<file path="src/rtl/serial_adder_pkg.sv">
// Shared definitions for the bit-serial adder.
// Holds the FSM state encoding used by serial_adder.
package serial_adder_pkg;

  typedef enum logic [1:0] {
    ST_IDLE  = 2'd0,
    ST_SHIFT = 2'd1,
    ST_DONE  = 2'd2
  } state_t;

endpackage

</file>
<file path="src/rtl/full_addr.sv">
// 1-bit full adder cell.
// Ports:
//   a, b  - addend bits
//   cin   - carry in
//   sum   - a ^ b ^ cin
//   cout  - carry out
module full_addr (
  input  logic a,
  input  logic b,
  input  logic cin,
  output logic sum,
  output logic cout
);

  assign sum  = a ^ b ^ cin;
  assign cout = (a & b) | (cin & (a ^ b));

endmodule

</file>
<file path="src/rtl/serial_adder.sv">
// Bit-serial WIDTH-bit adder built around one full_addr cell and a carry
// flip-flop. Operands are loaded on an accepted start and added LSB first,
// one bit per clock. The result is published with a one-cycle done pulse.
//
// Ports:
//   clk    - rising-edge clock
//   rst_n  - asynchronous active-low reset
//   start  - request, sampled only while busy=0
//   a, b   - operands, captured on accepted start
//   cin    - carry-in, captured on accepted start
//   busy   - high while shifting
//   done   - one-cycle pulse when sum/cout update
//   sum    - last completed sum, held between operations
//   cout   - last completed carry-out, held between operations
//
// state    | meaning
// ---------+---------------------------------------------------------
// ST_IDLE  | waiting for start
// ST_SHIFT | adding one bit per clock, WIDTH clocks
// ST_DONE  | result just published; start here is accepted back-to-back
module serial_adder
  import serial_adder_pkg::*;
#(
  parameter int WIDTH = 8
) (
  input  logic             clk,
  input  logic             rst_n,
  input  logic             start,
  input  logic [WIDTH-1:0] a,
  input  logic [WIDTH-1:0] b,
  input  logic             cin,
  output logic             busy,
  output logic             done,
  output logic [WIDTH-1:0] sum,
  output logic             cout
);

  localparam int CNT_W = $clog2(WIDTH);

  state_t state_q, state_d;

  logic [WIDTH-1:0] a_sh, b_sh, s_sh;
  logic [WIDTH-1:0] s_next;
  logic [CNT_W-1:0] cnt;
  logic             carry;
  logic             fa_sum, fa_cout;
  logic             last_bit;
  logic             accept;

  full_addr u_fa (
    .a   (a_sh[0]),
    .b   (b_sh[0]),
    .cin (carry),
    .sum (fa_sum),
    .cout(fa_cout)
  );

  // New sum bit enters at the MSB so that after WIDTH shifts bit 0 is the LSB.
  assign s_next   = {fa_sum, s_sh[WIDTH-1:1]};
  assign last_bit = (cnt == CNT_W'(WIDTH - 1));
  assign accept   = start && (state_q != ST_SHIFT);

  // State register
  always_ff @(posedge clk or negedge rst_n) begin
    if (!rst_n) begin
      state_q <= ST_IDLE;
    end else begin
      state_q <= state_d;
    end
  end

  // Next-state logic
  always_comb begin
    state_d = ST_IDLE;
    case (state_q)
      ST_IDLE:  state_d = start ? ST_SHIFT : ST_IDLE;
      ST_SHIFT: state_d = last_bit ? ST_DONE : ST_SHIFT;
      ST_DONE:  state_d = start ? ST_SHIFT : ST_IDLE;
      default:  state_d = ST_IDLE;
    endcase
  end

  // Outputs
  always_comb begin
    busy = 1'b0;
    done = 1'b0;
    case (state_q)
      ST_SHIFT: busy = 1'b1;
      ST_DONE:  done = 1'b1;
      default: begin
        busy = 1'b0;
        done = 1'b0;
      end
    endcase
  end

  // Datapath: shift registers, carry, bit counter and held result
  always_ff @(posedge clk or negedge rst_n) begin
    if (!rst_n) begin
      a_sh  <= '0;
      b_sh  <= '0;
      s_sh  <= '0;
      carry <= 1'b0;
      cnt   <= '0;
      sum   <= '0;
      cout  <= 1'b0;
    end else if (state_q == ST_SHIFT) begin
      a_sh  <= a_sh >> 1;
      b_sh  <= b_sh >> 1;
      s_sh  <= s_next;
      carry <= fa_cout;
      cnt   <= cnt + CNT_W'(1);
      // sum/cout only move on the final bit so they hold the old result
      // throughout the shift.
      if (last_bit) begin
        sum  <= s_next;
        cout <= fa_cout;
      end
    end else if (accept) begin
      a_sh  <= a;
      b_sh  <= b;
      carry <= cin;
      s_sh  <= '0;
      cnt   <= '0;
    end
  end

endmodule

</file>
<file path="config.mk">
export PLATFORM = sky130hd
export DESIGN_NAME = serial_adder
export DESIGN_NICKNAME = d
export VERILOG_FILES = /design/src/rtl/serial_adder_pkg.sv /design/src/rtl/full_addr.sv /design/src/rtl/serial_adder.sv
export SDC_FILE = /design/constraint.sdc
export NUM_CORES = 1
export LEC_CHECK = 0
export CAP_MARGIN = 20
export CORE_MARGIN = 2
export CORE_UTILIZATION = 45
export CTS_CLUSTER_SIZE = 25
export DETAILED_ROUTE_END_ITERATION = 8
export GPL_TIMING_DRIVEN = 0
export PLACE_DENSITY_LB_ADDON = 0.1
export REMOVE_ABC_BUFFERS = 1
export SYNTH_ARGS = -nofsm -noshare
export SYNTH_HDL_FRONTEND = slang
export SYNTH_HIERARCHICAL = 1
export SYNTH_SLANG_ARGS = --single-unit
</file>
<file path="constraint.sdc">
create_clock -name clk -period 2.33 [get_ports clk]
set_input_delay 0.233 -clock clk [delete_from_list [all_inputs] [get_ports clk]]
set_output_delay 0.233 -clock clk [all_outputs]
set_load 0.01 [all_outputs]
</file>
==> impl_results.md <==
- Via count of the first global-routing pass: 1,020
- Worst hold margin: 0.0527 ns
- Total wire length after detailed routing: 2760 um
- Clock buffers created by TritonCTS: 5
- M1 WL: 1290 um
- Worst-margin pin slew: 0.832 ns
- Clock slew at the register clock pins of the worst setup and hold paths: 0.07 ns
- Setup crit end kind: output pin
- Diode count: 0
- Area growth from synthesis to final layout: 24.2%
- Hold Path Class: in2async
- Util after Layout: 59.7%
- Synthesized cell area: 1800 um2
- Max Used Layer: met4
- Number of clock sinks: 38
- Maximum buffer depth of the clock tree: 2
- Cells along the critical path: nand2b_2 -> buf_16 -> inv_1 -> clkdlybuf4s50_1
- Fraction of final layout cells with drive strength greater than 1: 39.7%
- Via-to-Cell Ratio: 4.83
- Die area: 4520 um2
- Final number of setup-violating endpoints: 0
- Final Cell Area: 2240 um2
- Final worst clock skew: 0.00622 ns
- Pin count of the biggest net entering global routing: 39
- Fill cells: 309
- Number of enable flip-flop cells after synthesis: 0
- Post-CTS Setup Inserts: 0
- Cell types with the largest area share after synthesis: sky130_fd_sc_hd__dfrtp_1 (53%), sky130_fd_sc_hd__mux2_2 (22%), sky130_fd_sc_hd__mux2_4 (12%)
- Most frequent cells after synthesis: sky130_fd_sc_hd__dfrtp_1 (38), sky130_fd_sc_hd__mux2_2 (35), sky130_fd_sc_hd__mux2_4 (14)
- Hold_buf cts: 0
- Kind of launch point of the worst setup path: flop
- Met3 routed wirelength: 153 um
- Required time at the worst-slack endpoint: 2.10 ns
- Final max-slew violation count: 0
- Number of cell rows: 22
- Worst r2r path cells: 4
- Fraction of registers with async set or reset after synthesis: 100%
- Post-detail-place hpwl: 1860 um
- Routed met2 length: 1280 um
- Core region area: 3740 um2
- Total leakage power: 0.00103 uW
- Post-Synthesis Mean Instance Area: 15.3 um2
- Distinct cells, synth: 14
- Post-detailed-route DRC marker count: 0
- Post-CTS Resized: 1
- CP max stage delay: 0.54 ns
- Routability cong.: 0.647
- Worst-path maximum fanout: 16
- Fin worst setup slack: 0.177 ns
- Data arrival time of the worst path: 1.92 ns
- Vias: 961
- Final Hold Violating Endpoints: 0
- Max frequency: 464 MHz
- Final period demand of the worst path: 2.15 ns
- Peak supply drop: 0.507 mV
- Routed length per instance: 13.9 um
- RSZ-0062 raised after global routing: no
- Placed inst area: 2140 um2
- Initial Utilization: 48.1%
- Worst setup slack before clock tree synthesis: 0.234 ns
- Antenna violations before repair: 0
- Overall overflow remaining after global route: 0
- Number of detailed-route iterations in the first pass: 4
- IO buf count: 30
- CTS Root Cell: sky130_fd_sc_hd__clkbuf_8
- Endpoint of the worst-slack reg-to-reg timing path: sum[6]
- Tightest slew margin relative to the limit: 44.5%
- Synth top area share: 52.8%
- CTS HTree Levels: 2
- Net count, final: 173
- Worst R2R Start: cnt[0]
- Warnings from Yosys: 6
- Die height: 67.3 um
- CTS tree: built
- Share of the clock period used by the worst path: 92.4%
- Most numerous cell in the Yosys netlist: sky130_fd_sc_hd__dfrtp_1
- Cell count after synthesis: 118
- Outcome: complete, no violations
- Number of top-level pins: 31
- Cell taking the most area after synthesis: sky130_fd_sc_hd__dfrtp_1
- Post-DRT Antenna Nets: 0
- Class of the most critical setup path: reg2out
- Insertion delay of the later-clocked pin in the worst-skew pair: 0.28 ns
- First-pass GRT wire length: 4670 um
- Max-cap check violation count: 0
- Cell with the largest stage delay on the worst path: sky130_fd_sc_hd__clkdlybuf4s50_1
- Predominant post-synthesis flop cell: sky130_fd_sc_hd__dfrtp_1
- Synthesized flop and latch total: 38
- Share of synthesized area occupied by flip-flops and latches: 52.8%
- 1st-iter DRT viols: 35
- Width of the die: 67.3 um
- Reg2Reg Setup Slack: 0.62 ns
- Aggregate global-route resource usage: 14.2%
- Power per Cell Area: 1180 nW/um2
==> worst max-delay path: cells and delay by family, from the launching register on <==
kind                   cells  cell delay [ns]
AND/OR/NAND/NOR            1             0.36
buffers and inverters      3             0.88
flip-flops                 1             0.40
==> where the power goes <==
part	internal [uW]	leakage [uW]	switching, uW
clock	238	0.0000482	211
sequential	947	0.000486	157
combinational	719	0.000494	359
total	1900	0.00103	727
==> layout by cell type, fill, tap and decap left out <==
master / instances
sky130_fd_sc_hd__dfrtp_1: 38
sky130_fd_sc_hd__nand2b_2: 1
sky130_fd_sc_hd__nand3b_1: 1
sky130_fd_sc_hd__buf_16: 2
sky130_fd_sc_hd__buf_2: 1
sky130_fd_sc_hd__inv_1: 2
sky130_fd_sc_hd__clkbuf_1: 1
sky130_fd_sc_hd__mux2i_1: 3
sky130_fd_sc_hd__clkdlybuf4s50_1: 29
sky130_fd_sc_hd__fa_1: 1
sky130_fd_sc_hd__ha_1: 2
sky130_fd_sc_hd__nand2b_1: 1
sky130_fd_sc_hd__mux2_2: 35
sky130_fd_sc_hd__clkinv_2: 1
sky130_fd_sc_hd__nor2_1: 3
sky130_fd_sc_hd__mux2_4: 14
sky130_fd_sc_hd__clkbuf_8: 6
sky130_fd_sc_hd__nor2b_1: 10
==> flip-flops by register name, summed over array words and instances (netlist names) <==
name	flops
a_sh	8
b_sh	8
carry	1
cnt	3
cout	1
s_sh	7
state_q	2
sum	8
==> logic make-up after synthesis <==
logic type,Yosys count,share of synthesized area (%)
adder cells (fa/ha/maj),3,2.50
AND/OR/NAND/NOR,16,5.21
multiplexers,52,35.2
flip-flops,38,52.8
buffers and inverters,9,4.24
==> final cells by class <==
class                           count  area [um2]  area share (%)
Sequential cell                    38         951            42.5
Multi-Input combinational cell     71         776            34.7
Timing Repair Buffer               32         350            15.7
Tap cell                           48        60.1            2.69
Inverter                            2        7.51           0.336
Clock buffer                        7        86.3            3.86
Clock inverter                      1        5.00           0.224
==> metrics by stage <==
| stage | power, uW | TNS [ns] | instances |
|---|---|---|---|
| detailed placement | 2210 | 0 | 191 |
| global route | 2820 | 0 | 199 |
| finish | 2630 | 0 | 199 |
| floorplan | 1810 | 0 | 111 |
| CTS | 2670 | 0 | 199 |
| global placement | 2120 | -0.799 | 189 |
==> worst max path at each step <==
| stage | start | to | slack, ns | depth (start not counted) |
|---|---|---|---|---|
| after global routing | state_q[1] | busy | 0.1 | 4 |
| after floorplan | state_q[1] | a_sh[0] | 0.67 | 2 |
| after CTS | state_q[1] | busy | 0.17 | 4 |
| final | state_q[1] | busy | 0.18 | 4 |
| after detailed placement | start | b_sh[5] | 0.23 | 4 |
| after global placement | state_q[1] | busy | -0.09 | 3 |
==> metal layers <==
| metal | vias up | global-route usage [%] |
|---|---|---|
| met3 | 5 | 4.00 |
| met4 | 0 | 5.36 |
| li1 | 466 | - |
| met5 | - | 0 |
| met1 | 468 | 19.3 |
| met2 | 22 | 21.5 |
Power figures use the tool's default switching activity.
